<file path="src/rtl/uc_mgr_pkg.sv">
// Shared encodings for the processor redundancy manager: FSM states,
// the mode output encoding and the monitor-bit decoder.
package uc_mgr_pkg;

    typedef enum logic [2:0] {
        ST_RUN,
        ST_PULSE,
        ST_BLANK,
        ST_PROG,
        ST_DEAD
    } state_t;

    typedef enum logic [1:0] {
        MODE_NORMAL  = 2'd0,
        MODE_PROGRAM = 2'd1,
        MODE_SWITCH  = 2'd2,
        MODE_RECOVER = 2'd3
    } mode_t;

    // {mon1,mon2}: 11 program request, 01 switch request, 00/10 normal
    function automatic mode_t decode_mon(input logic m1, input logic m2);
        case ({m1, m2})
            2'b11:   return MODE_PROGRAM;
            2'b01:   return MODE_SWITCH;
            default: return MODE_NORMAL;
        endcase
    endfunction

endpackage

</file>
<file path="src/rtl/uc_redundancy_mgr_if.sv">
// Bus between the redundancy manager and the processor bank: per-processor
// error/monitor inputs in, enables and selection status out.
interface uc_redundancy_mgr_if #(
    parameter int N_UC = 4
);
    localparam int SEL_W = $clog2(N_UC);

    logic [N_UC-1:0]  error_in;
    logic [N_UC-1:0]  mon1;
    logic [N_UC-1:0]  mon2;
    logic [N_UC-1:0]  uc_en;
    logic [SEL_W-1:0] selected;
    logic [1:0]       mode;
    logic             failover;
    logic             all_failed;

    modport master (
        output error_in, mon1, mon2,
        input  uc_en, selected, mode, failover, all_failed
    );

    modport slave (
        input  error_in, mon1, mon2,
        output uc_en, selected, mode, failover, all_failed
    );
endinterface

</file>
<file path="src/rtl/uc_rr_next.sv">
// Finds the next healthy processor after cur, ascending with wrap. The
// current index itself is never returned, so none_left means "no other
// healthy processor exists".
module uc_rr_next #(
    parameter int N_UC  = 4,
    parameter int SEL_W = $clog2(N_UC)
) (
    input  logic [SEL_W-1:0] cur,
    input  logic [N_UC-1:0]  failed,
    output logic [SEL_W-1:0] next,
    output logic             none_left
);
    logic [SEL_W-1:0] idx;

    // Scan farthest-first so the nearest healthy candidate wins last
    always_comb begin
        next      = cur;
        none_left = 1'b1;
        idx       = '0;
        for (int k = N_UC - 1; k >= 1; k--) begin
            idx = SEL_W'((int'(cur) + k) % N_UC);
            if (!failed[idx]) begin
                next      = idx;
                none_left = 1'b0;
            end
        end
    end
endmodule

</file>
<file path="src/rtl/uc_redundancy_mgr.sv">
// Redundancy manager: supervises N_UC processors, retries a local reset on
// the active one, fails over to the next healthy one, honours program and
// switch requests from the active processor's monitor bits. All outputs are
// registered from the next-state values.
module uc_redundancy_mgr
    import uc_mgr_pkg::*;
#(
    parameter int N_UC      = 4,
    parameter int RST_PULSE = 255,
    parameter int MAX_RETRY = 1,
    parameter int BLANK_CYC = 134217727
) (
    input logic                clk,
    input logic                reset,
    uc_redundancy_mgr_if.slave bus
);
    localparam int SEL_W   = $clog2(N_UC);
    localparam int RTY_W   = (MAX_RETRY > 0) ? $clog2(MAX_RETRY + 1) : 1;
    localparam int CNT_MAX = (RST_PULSE > BLANK_CYC) ? RST_PULSE : BLANK_CYC;
    localparam int CNT_W   = $clog2(CNT_MAX + 1);

    state_t                      state, state_nxt;
    logic [SEL_W-1:0]            sel, sel_nxt;
    logic [N_UC-1:0]             failed, failed_nxt;
    logic [N_UC-1:0][RTY_W-1:0]  retry, retry_nxt;
    logic [CNT_W-1:0]            cnt, cnt_nxt;
    logic                        sw_prev;

    logic [N_UC-1:0]             uc_en_nxt;
    mode_t                       mode_nxt;
    mode_t                       dec;
    logic                        is_prog, is_sw;
    logic [SEL_W-1:0]            rr_next;
    logic                        rr_none;

    uc_rr_next #(.N_UC(N_UC), .SEL_W(SEL_W)) u_rr (
        .cur       (sel),
        .failed    (failed),
        .next      (rr_next),
        .none_left (rr_none)
    );

    // Only the active processor's monitor pair is looked at
    always_comb begin
        dec     = decode_mon(bus.mon1[sel], bus.mon2[sel]);
        is_prog = (dec == MODE_PROGRAM);
        is_sw   = (dec == MODE_SWITCH);
    end

    // Next-state logic; priority in RUN is program > error > switch
    always_comb begin
        state_nxt  = state;
        sel_nxt    = sel;
        failed_nxt = failed;
        retry_nxt  = retry;
        cnt_nxt    = cnt;
        case (state)
            ST_RUN: begin
                if (is_prog) begin
                    state_nxt = ST_PROG;
                end else if (bus.error_in[sel]) begin
                    if (retry[sel] < RTY_W'(MAX_RETRY)) begin
                        retry_nxt[sel] = retry[sel] + RTY_W'(1);
                        state_nxt      = ST_PULSE;
                        cnt_nxt        = '0;
                    end else begin
                        failed_nxt[sel] = 1'b1;
                        if (rr_none) begin
                            state_nxt = ST_DEAD;
                        end else begin
                            sel_nxt            = rr_next;
                            retry_nxt[rr_next] = '0;
                            state_nxt          = ST_BLANK;
                            cnt_nxt            = '0;
                        end
                    end
                end else if (is_sw && !sw_prev && !rr_none) begin
                    // A switch keeps the old processor powered: it is healthy
                    sel_nxt            = rr_next;
                    retry_nxt[rr_next] = '0;
                    state_nxt          = ST_BLANK;
                    cnt_nxt            = '0;
                end
            end
            ST_PULSE: begin
                if (cnt == CNT_W'(RST_PULSE - 1)) begin
                    state_nxt = ST_BLANK;
                    cnt_nxt   = '0;
                end else begin
                    cnt_nxt = cnt + CNT_W'(1);
                end
            end
            ST_BLANK: begin
                if (is_prog) begin
                    state_nxt = ST_PROG;
                end else if (cnt == CNT_W'(BLANK_CYC - 1)) begin
                    state_nxt = ST_RUN;
                    cnt_nxt   = '0;
                end else begin
                    cnt_nxt = cnt + CNT_W'(1);
                end
            end
            ST_PROG: begin
                if (!is_prog) begin
                    state_nxt = ST_BLANK;
                    cnt_nxt   = '0;
                end
            end
            ST_DEAD: begin
                state_nxt = ST_DEAD;
            end
            default: state_nxt = ST_RUN;
        endcase
    end

    // Output values implied by the next state
    always_comb begin
        uc_en_nxt = ~failed_nxt;
        mode_nxt  = MODE_NORMAL;
        case (state_nxt)
            ST_PULSE: begin
                uc_en_nxt[sel_nxt] = 1'b0;
                mode_nxt           = MODE_RECOVER;
            end
            ST_BLANK: mode_nxt  = MODE_RECOVER;
            ST_PROG: begin
                uc_en_nxt = '1;
                mode_nxt  = MODE_PROGRAM;
            end
            ST_DEAD:  uc_en_nxt = '0;
            default:  mode_nxt  = is_sw ? MODE_SWITCH : MODE_NORMAL;
        endcase
    end

    // State and registered outputs, synchronous active-low reset
    always_ff @(posedge clk) begin
        if (!reset) begin
            state          <= ST_RUN;
            sel            <= '0;
            failed         <= '0;
            retry          <= '0;
            cnt            <= '0;
            sw_prev        <= 1'b0;
            bus.uc_en      <= '1;
            bus.selected   <= '0;
            bus.mode       <= MODE_NORMAL;
            bus.failover   <= 1'b0;
            bus.all_failed <= 1'b0;
        end else begin
            state          <= state_nxt;
            sel            <= sel_nxt;
            failed         <= failed_nxt;
            retry          <= retry_nxt;
            cnt            <= cnt_nxt;
            sw_prev        <= is_sw;
            bus.uc_en      <= uc_en_nxt;
            bus.selected   <= sel_nxt;
            bus.mode       <= mode_nxt;
            bus.failover   <= (sel_nxt != sel);
            bus.all_failed <= (state_nxt == ST_DEAD);
        end
    end
endmodule

</file>
<file path="src/flat_wrapper.sv">
// flat-port wrapper written by rule: the top's interface ports become plain ports
module uc_redundancy_mgr_flat import uc_mgr_pkg::*;
#(
    parameter int N_UC      = 4,
    parameter int RST_PULSE = 255,
    parameter int MAX_RETRY = 1,
    parameter int BLANK_CYC = 134217727
)
  (clk, reset, bus_error_in, bus_mon1, bus_mon2, bus_uc_en, bus_selected, bus_mode, bus_failover, bus_all_failed);
  uc_redundancy_mgr_if #(.N_UC(N_UC)) bus_i ();
  input logic clk;
  input logic reset;
  input wire logic [$bits(bus_i.error_in)-1:0] bus_error_in;
  input wire logic [$bits(bus_i.mon1)-1:0] bus_mon1;
  input wire logic [$bits(bus_i.mon2)-1:0] bus_mon2;
  output wire logic [$bits(bus_i.uc_en)-1:0] bus_uc_en;
  output wire logic [$bits(bus_i.selected)-1:0] bus_selected;
  output wire logic [$bits(bus_i.mode)-1:0] bus_mode;
  output wire logic [$bits(bus_i.failover)-1:0] bus_failover;
  output wire logic [$bits(bus_i.all_failed)-1:0] bus_all_failed;
  assign bus_i.error_in = bus_error_in;
  assign bus_i.mon1 = bus_mon1;
  assign bus_i.mon2 = bus_mon2;
  assign bus_uc_en = bus_i.uc_en;
  assign bus_selected = bus_i.selected;
  assign bus_mode = bus_i.mode;
  assign bus_failover = bus_i.failover;
  assign bus_all_failed = bus_i.all_failed;
  uc_redundancy_mgr #(.N_UC(N_UC), .RST_PULSE(RST_PULSE), .MAX_RETRY(MAX_RETRY), .BLANK_CYC(BLANK_CYC)) u_core (.clk(clk), .reset(reset), .bus(bus_i));
endmodule
</file>
<file path="config.mk">
export PLATFORM = sky130hd
export DESIGN_NAME = uc_redundancy_mgr_flat
export DESIGN_NICKNAME = d
export VERILOG_FILES = /design/src/rtl/uc_mgr_pkg.sv /design/src/rtl/uc_redundancy_mgr_if.sv /design/src/rtl/uc_rr_next.sv /design/src/rtl/uc_redundancy_mgr.sv /design/src/flat_wrapper.sv
export SDC_FILE = /design/constraint.sdc
export NUM_CORES = 1
export LEC_CHECK = 0
export BUFFER_PORTS_ARGS = -buffer_cell sky130_fd_sc_hd__buf_4
export CAP_MARGIN = 10
export CORE_MARGIN = 5
export CORE_UTILIZATION = 30
export DETAILED_ROUTE_END_ITERATION = 12
export GPL_TIMING_DRIVEN = 1
export HOLD_SLACK_MARGIN = 0.02
export PLACE_DENSITY = 0.46
export SLEW_MARGIN = 20
export SYNTH_ARGS = -nofsm -noshare
export SYNTH_HDL_FRONTEND = slang
export SYNTH_HIERARCHICAL = 1
export SYNTH_SLANG_ARGS = --single-unit
</file>
<file path="constraint.sdc">
create_clock -name clk -period 4.1 [get_ports clk]
set_clock_uncertainty 0.15 [all_clocks]
set_input_delay 1.025 -clock clk [delete_from_list [all_inputs] [get_ports clk]]
set_output_delay 1.025 -clock clk [all_outputs]
set_load 0.1 [all_outputs]
</file>
==> results.sh, run 1 <==
export IMPL_p_sw_w=0.000635
export IMPL_antenna_found_initial=0
export IMPL_vias_per_cell=5.55
export IMPL_grt_max_degree=37
export IMPL_grt_first_pass_wirelength_um=13200
export IMPL_clk_pin_slew_ns=0.10
export IMPL_final_layout_size_suffix_gt1_share_pct=17.0
export IMPL_slew_headroom_pct=43.0
export IMPL_drc=0
export IMPL_async_flop_share_pct=0
export IMPL_vias=2702
export IMPL_ff2ff_path_depth=7
export IMPL_ctsRootBufferMaster="clkbuf_8"
export IMPL_post_cts_resize_count=0
export IMPL_first_global_vias=2670
export IMPL_syn_to_final_growth_pct=14.0
export IMPL_fin_crit_ns=3.26
export IMPL_p_leak_nw=1.07
export IMPL_hp_class="reg -> reg"
export IMPL_tritoncts="done"
export IMPL_outcome="completed"
export IMPL_endpoint_kind="flop"
export IMPL_drt_iter0_drc=78
export IMPL_finalMaxSlewViolations=0
export IMPL_n_antenna_cell=0
export IMPL_intPower_w=0.000937
export IMPL_cts_buffer_depth=2
export IMPL_comb_power_share_pct=38.5
export IMPL_final_hold_viol_count=0
export IMPL_power_frac_seq_pct=35.2
export IMPL_grt_setup_unrepaired="no"
export IMPL_synth_top_area_share_pct=34.1
export IMPL_post_cts_setup_buffers=0
export IMPL_start_util_pct=31.0
export IMPL_synth_edf_count=0
export IMPL_drt_pass1_iterations=4
export IMPL_hold_ws_ns=0.353
export IMPL_worst_ep_required_time_ns=4.18
export IMPL_cp_slowest_stage_delay_ns=0.73
export IMPL_io_buffers=23
export IMPL_num_io_pins=24
export IMPL_core_um2=9280
export IMPL_hold_end="u_core/cnt[4]"
export IMPL_period_share_pct=79.4
export IMPL_die_area_um2=11600
export IMPL_clk_latency_ns=0.30
export IMPL_synth_most_common_cell="dfxtp_1"
export IMPL_cap_violations=0
export IMPL_ys_ff_latch=49
export IMPL_max_freq_mhz=307
export IMPL_crit_family="simple AND/OR/NAND/NOR gates"
export IMPL_finalNetCount=373
export IMPL_grt_ovfl_total=0
export IMPL_syn_area_per_cell_um2=8.43
export IMPL_grt_use_total_pct=13.9
export IMPL_rows=35
export IMPL_yosysUniqueCellTypes=62
export IMPL_reg2reg_from="u_core/sel[0]"
export IMPL_worst_pin_slew_ns=0.854
export IMPL_power_switching_share_pct=40.4
export IMPL_worstPathCellList="buf_4, mux2_4, a41o_1, o2111ai_2, nand4_4, or4_1, a21oi_1"
export IMPL_antenna_left=0
export IMPL_htreeDepth=2
export IMPL_clkPwrFrac_pct=26.3
export IMPL_yosysTopAreaCell="dfxtp_1"
export IMPL_syn_inst=341
export IMPL_cpMaxStageDelayCell="dfxtp_1"
export IMPL_synthesis_area_um2=2870
export IMPL_cts_hold_buf=0
export IMPL_die_width_um=108
export IMPL_routed_wl_um=7890
export IMPL_power_density_nw_per_um2=480
export IMPL_die_y_um=108
export IMPL_place_congestion=0.808
export IMPL_min_from="u_core/cnt[4]"
export IMPL_wl_per_cell_um=16.2
export IMPL_crit_type="reg -> reg"
export IMPL_numCtsBuffers=5
export IMPL_yosysSeqAreaShare_pct=34.1
export IMPL_synth_area_top_cells="dfxtp_1 (34%), a21oi_1 (5.2%), nand2_1 (3.9%)"
export IMPL_synthTopCellsByCount="dfxtp_1 (49), a21oi_1 (30), nand2_1 (30), nand3_1 (22), nor2_1 (21)"
export IMPL_timing_rr_end="u_core/cnt[6]"
export IMPL_synth_warnings=6
export IMPL_setup_tns_ns=0
export IMPL_worstPathMaxFanout=36
export IMPL_r2r_setup_slack_ns=0.84
export IMPL_dp_final_hpwl_um=5760
export IMPL_setup_violations=0
export IMPL_critPathLaunchType="flop"
export IMPL_hold_path_depth=2
export IMPL_worst_endpoint_arrival_ns=3.34
export IMPL_synth_fp_nets=357
export IMPL_cts_sinks=49
export IMPL_fill_cells=1012
export IMPL_path_buf_inv=1
export IMPL_peakVddDrop_mv=0.217
export IMPL_power_w=0.00157
export IMPL_ys_flop_type="dfxtp_1"
==> state kept, by name, indices dropped and copies added (netlist names), 2 cells and up <==
register,cells
u_core/cnt,27
u_core/state,3
u_core/bus.mode,2
u_core/bus.uc_en,4
u_core/failed,4
u_core/sel,2
u_core/retry,4
==> metal layers <==
metal / global-route usage, % / vias up / wire length [um]
met5: 0 / - / 0
met4: 3.79 / 0 / 104
met3: 2.28 / 6 / 200
met2: 25.4 / 30 / 3990
met1: 16.8 / 1322 / 3590
li1: - / 1344 / -
==> cell type report <==
| type | count | area (um2) | area share [%] |
|---|---|---|---|
| Tap cell | 129 | 161 | 4.93 |
| Timing Repair Buffer | 29 | 218 | 6.65 |
| Clock buffer | 5 | 68.8 | 2.10 |
| Multi-Input combinational cell | 257 | 1730 | 52.7 |
| Clock inverter | 3 | 65.1 | 1.99 |
| Sequential cell | 49 | 981 | 29.9 |
| Inverter | 15 | 56.3 | 1.72 |
==> cell usage in the layout (no fill, tap or decap), types with 3 or more instances in the layout <==
| master | n |
|---|---|
| nor2_1 | 21 |
| nor4_1 | 6 |
| or4_4 | 4 |
| or4_1 | 11 |
| clkbuf_8 | 5 |
| mux4_2 | 3 |
| nand2_1 | 30 |
| a211oi_1 | 5 |
| o21ai_1 | 4 |
| a311oi_1 | 5 |
| mux2i_1 | 3 |
| a21oi_1 | 30 |
| and2_1 | 4 |
| a31oi_1 | 8 |
| nand3_1 | 22 |
| o31a_1 | 4 |
| a21oi_2 | 3 |
| or3_1 | 5 |
| a21o_1 | 3 |
| inv_1 | 14 |
| buf_4 | 29 |
| dfxtp_1 | 49 |
| and3_1 | 4 |
| nor3b_1 | 3 |
| o311ai_0 | 3 |
| xnor2_1 | 3 |
| o21ai_0 | 8 |
| o31ai_1 | 12 |
| nor3_1 | 5 |
| nand4_1 | 10 |
==> per-stage QoR <==
step,instances,area (um2),utilization [%],setup WS [ns]
finish,487,3280,35.3,0.844
global placement,479,3140,33.8,0.668
floorplan,341,2870,-,0.780
CTS,487,3280,35.3,0.843
detailed placement,479,3140,33.8,0.635
global route,487,3280,35.3,0.650
==> worst max-delay path by stage <==
stage,cells past startpoint,slack [ns],end,start
global route,7,0.65,u_core/cnt[6],u_core/sel[0]
finish,7,0.84,u_core/cnt[6],u_core/sel[0]
floorplan,8,0.78,u_core/cnt[24],u_core/sel[0]
CTS,7,0.84,u_core/cnt[24],u_core/sel[0]
detailed placement,7,0.64,u_core/cnt[22],bus_mon1[0]
global placement,7,0.67,u_core/cnt[25],bus_mon1[0]
==> power groups by stage <==
| stage | Combinational, W | Clock, W | Sequential, W |
|---|---|---|---|
| 5_1_grt | 0.000651 | 0.000445 | 0.000560 |
| 2_1_floorplan | 0.000357 | 0 | 0.000692 |
| 4_1_cts | 0.000606 | 0.000426 | 0.000554 |
| 6_report | 0.000605 | 0.000414 | 0.000553 |
| 3_5_place_dp | 0.000604 | 0 | 0.000564 |
| 3_3_place_gp | 0.000603 | 0 | 0.000564 |
==> kinds of logic after synthesis <==
family                   count (synthesis)  synth area share, %
AO/OA/AOI/OAI                          105                 25.8
XOR/XNOR                                 3                0.914
adder cells (fa/ha/maj)                  2                0.871
buffers and inverters                   35                 5.83
flip-flops                              49                 34.1
multiplexers                            10                 5.75
AND/OR/NAND/NOR                        137                 26.7
==> worst register-to-register path: stages (launching register included) <==
cell and delay [ns]:
dfxtp_1 0.73, buf_4 0.31, mux2_4 0.31, a41o_1 0.29, o2111ai_2 0.15, nand4_4 0.45, or4_1 0.65, a21oi_1 0.14
No activity file was read; power rests on OpenSTA's default activity.
==> run 2: changes to the inputs <==
--- a/config.mk
+++ b/config.mk
@@ -12,7 +12,7 @@
 export DETAILED_ROUTE_END_ITERATION = 12
 export GPL_TIMING_DRIVEN = 1
 export HOLD_SLACK_MARGIN = 0.02
-export PLACE_DENSITY = 0.46
+export PLACE_DENSITY = 0.47
 export SLEW_MARGIN = 20
 export SYNTH_ARGS = -nofsm -noshare
 export SYNTH_HDL_FRONTEND = slang
==> constraint.sdc (replaced) <==
create_clock -name clk -period 2.6 [get_ports clk]
set_clock_uncertainty 0.15 [all_clocks]
set_input_delay 0.65 -clock clk [delete_from_list [all_inputs] [get_ports clk]]
set_output_delay 0.65 -clock clk [all_outputs]
set_load 0.1 [all_outputs]
==> results.sh, run 2 (same netlist as run 1, synthesis figures left out) <==
export IMPL_reg2reg_from="u_core/sel[0]"
export IMPL_drt_pass1_iterations=4
export IMPL_num_io_pins=24
export IMPL_worst_endpoint_arrival_ns=2.61
export IMPL_drt_iter0_drc=125
export IMPL_setup_tns_ns=0
export IMPL_die_width_um=108
export IMPL_power_density_nw_per_um2=686
export IMPL_fin_cells=531
export IMPL_syn_to_final_growth_pct=28.6
export IMPL_period_share_pct=96.9
export IMPL_antenna_left=0
export IMPL_layout_common_cells="buf_4 (70), dfxtp_1 (47), nand2_1 (30), a21oi_1 (28), nand3_1 (22)"
export IMPL_outcome="completed"
export IMPL_cts_sinks=49
export IMPL_start_util_pct=31.0
export IMPL_grt_first_pass_wirelength_um=13600
export IMPL_clk_pin_slew_ns=0.09
export IMPL_peakVddDrop_mv=0.385
export IMPL_wl_met2_um=4220
export IMPL_n_antenna_cell=0
export IMPL_p_leak_nw=1.29
export IMPL_slew_headroom_pct=54.5
export IMPL_grt_ovfl_total=0
export IMPL_wl_met3_um=256
export IMPL_largest_reg_flops=27
export IMPL_top_register="u_core/cnt"
export IMPL_ff2ff_path_depth=7
export IMPL_final_layout_size_suffix_gt1_share_pct=28.4
export IMPL_crit_type="reg -> reg"
export IMPL_critPathLaunchType="flop"
export IMPL_highest_layer="met4"
export IMPL_fin_crit_ns=2.52
export IMPL_dp_final_hpwl_um=6140
export IMPL_wl_per_cell_um=15.2
export IMPL_finalNetCount=418
export IMPL_drc=0
export IMPL_first_global_vias=2826
export IMPL_multi_input_area_um2=1810
export IMPL_place_congestion=0.840
export IMPL_hold_path_depth=2
export IMPL_dp_cells=520
export IMPL_rows=35
export IMPL_ctsRootBufferMaster="clkbuf_8"
export IMPL_io_buffers=23
export IMPL_finalMaxSlewViolations=0
export IMPL_grt_setup_unrepaired="yes"
export IMPL_cap_violations=0
export IMPL_cts_buffer_depth=2
export IMPL_r2r_setup_slack_ns=0.08
export IMPL_vias_per_cell=5.46
export IMPL_grt_max_degree=27
export IMPL_max_freq_mhz=397
export IMPL_worstPathMaxFanout=26
export IMPL_die_area_um2=11600
export IMPL_final_common_cell="buf_4"
export IMPL_wl_met1_um=3460
export IMPL_hp_class="reg -> reg"
export IMPL_seqCellArea_um2=988
export IMPL_clk_latency_ns=0.29
export IMPL_startpoint="u_core/sel[0]"
export IMPL_setup_violations=0
export IMPL_endpoint_kind="flop"
export IMPL_antenna_found_initial=0
export IMPL_worst_ep_required_time_ns=2.69
export IMPL_grt_use_total_pct=14.3
export IMPL_crit_end="u_core/cnt[26]"
export IMPL_final_hold_viol_count=0
export IMPL_numCtsBuffers=5
export IMPL_tritoncts="done"
export IMPL_core_um2=9280
export IMPL_die_y_um=108
export IMPL_routed_wl_um=8050
export IMPL_fill_cells=968
export IMPL_htreeDepth=2
export IMPL_worst_pin_slew_ns=0.677
export IMPL_vias=2899
export IMPL_timing_rr_end="u_core/cnt[26]"
## run 2: cell count changes in the layout (fill, tap and decap cells not counted), sizes merged
| cell | previous run | this run |
|---|---|---|
| clkinv | 2 | 1 |
| bufinv | 2 | 0 |
| buf | 29 | 74 |
| clkbuf | 5 | 7 |
## run 2: per-layer routing
metal  track usage (%)  vias to the layer above
met5                 0                        -
met3              2.34                       11
met4              2.98                        0
met2              26.4                       50
li1                  -                     1431
met1              17.3                     1407
## run 2: timing repair
action,CTS,global route
resized for setup,0,11
buffers inserted,0,4
endpoints found under the setup margin,0,26
hold buffers,0,0
## run 2: area by class of cell
class	count	share of cell area, %
timing repair buffer	74	16.1
multi-input combinational	257	48.9
inverter	15	1.52
sequential	49	26.7
clock buffer	7	2.34
tap	129	4.37
## run 2: worst min path at each step
stage                   startpoint        endpoint  slack, ns
finish               u_core/cnt[4]   u_core/cnt[4]       0.35
global placement     u_core/cnt[4]   u_core/cnt[4]       0.33
global route        u_core/cnt[11]  u_core/cnt[11]       0.39
CTS                  u_core/cnt[4]   u_core/cnt[4]       0.35
floorplan           u_core/cnt[17]  u_core/cnt[17]       0.31
detailed placement   u_core/cnt[4]   u_core/cnt[4]       0.33
## run 2: worst max-delay path, stage by stage, from the launching register on
cell       delay, ns
dfxtp_4         0.41
buf_6           0.13
mux4_2          0.55
o2111ai_4       0.26
nand4_4         0.13
buf_12          0.18
or4_1           0.49
a21oi_2         0.14
## run 2: through the flow
stage	worst slack, ns	power [W]	utilization [%]	area [um2]	hold slack (ns)
4_1_cts	0.0232	0.00252	38.8	3600	0.348
5_1_grt	-0.0331	0.00269	39.8	3700	0.394
2_1_floorplan	-0.152	0.00168	-	2910	0.308
3_5_place_dp	-0.203	0.00205	37.9	3520	0.333
6_report	0.0796	0.00254	39.8	3700	0.346
3_3_place_gp	-0.186	0.00205	37.9	3520	0.332
## run 2: report_power, final
group | internal, W | total (W) | switching [W]
registers | 0.000809 | 0.000867 | 0.0000578
logic | 0.000478 | 0.00121 | 0.000737
clock network | 0.000212 | 0.000455 | 0.000243
total | 0.00150 | 0.00254 | 0.00104
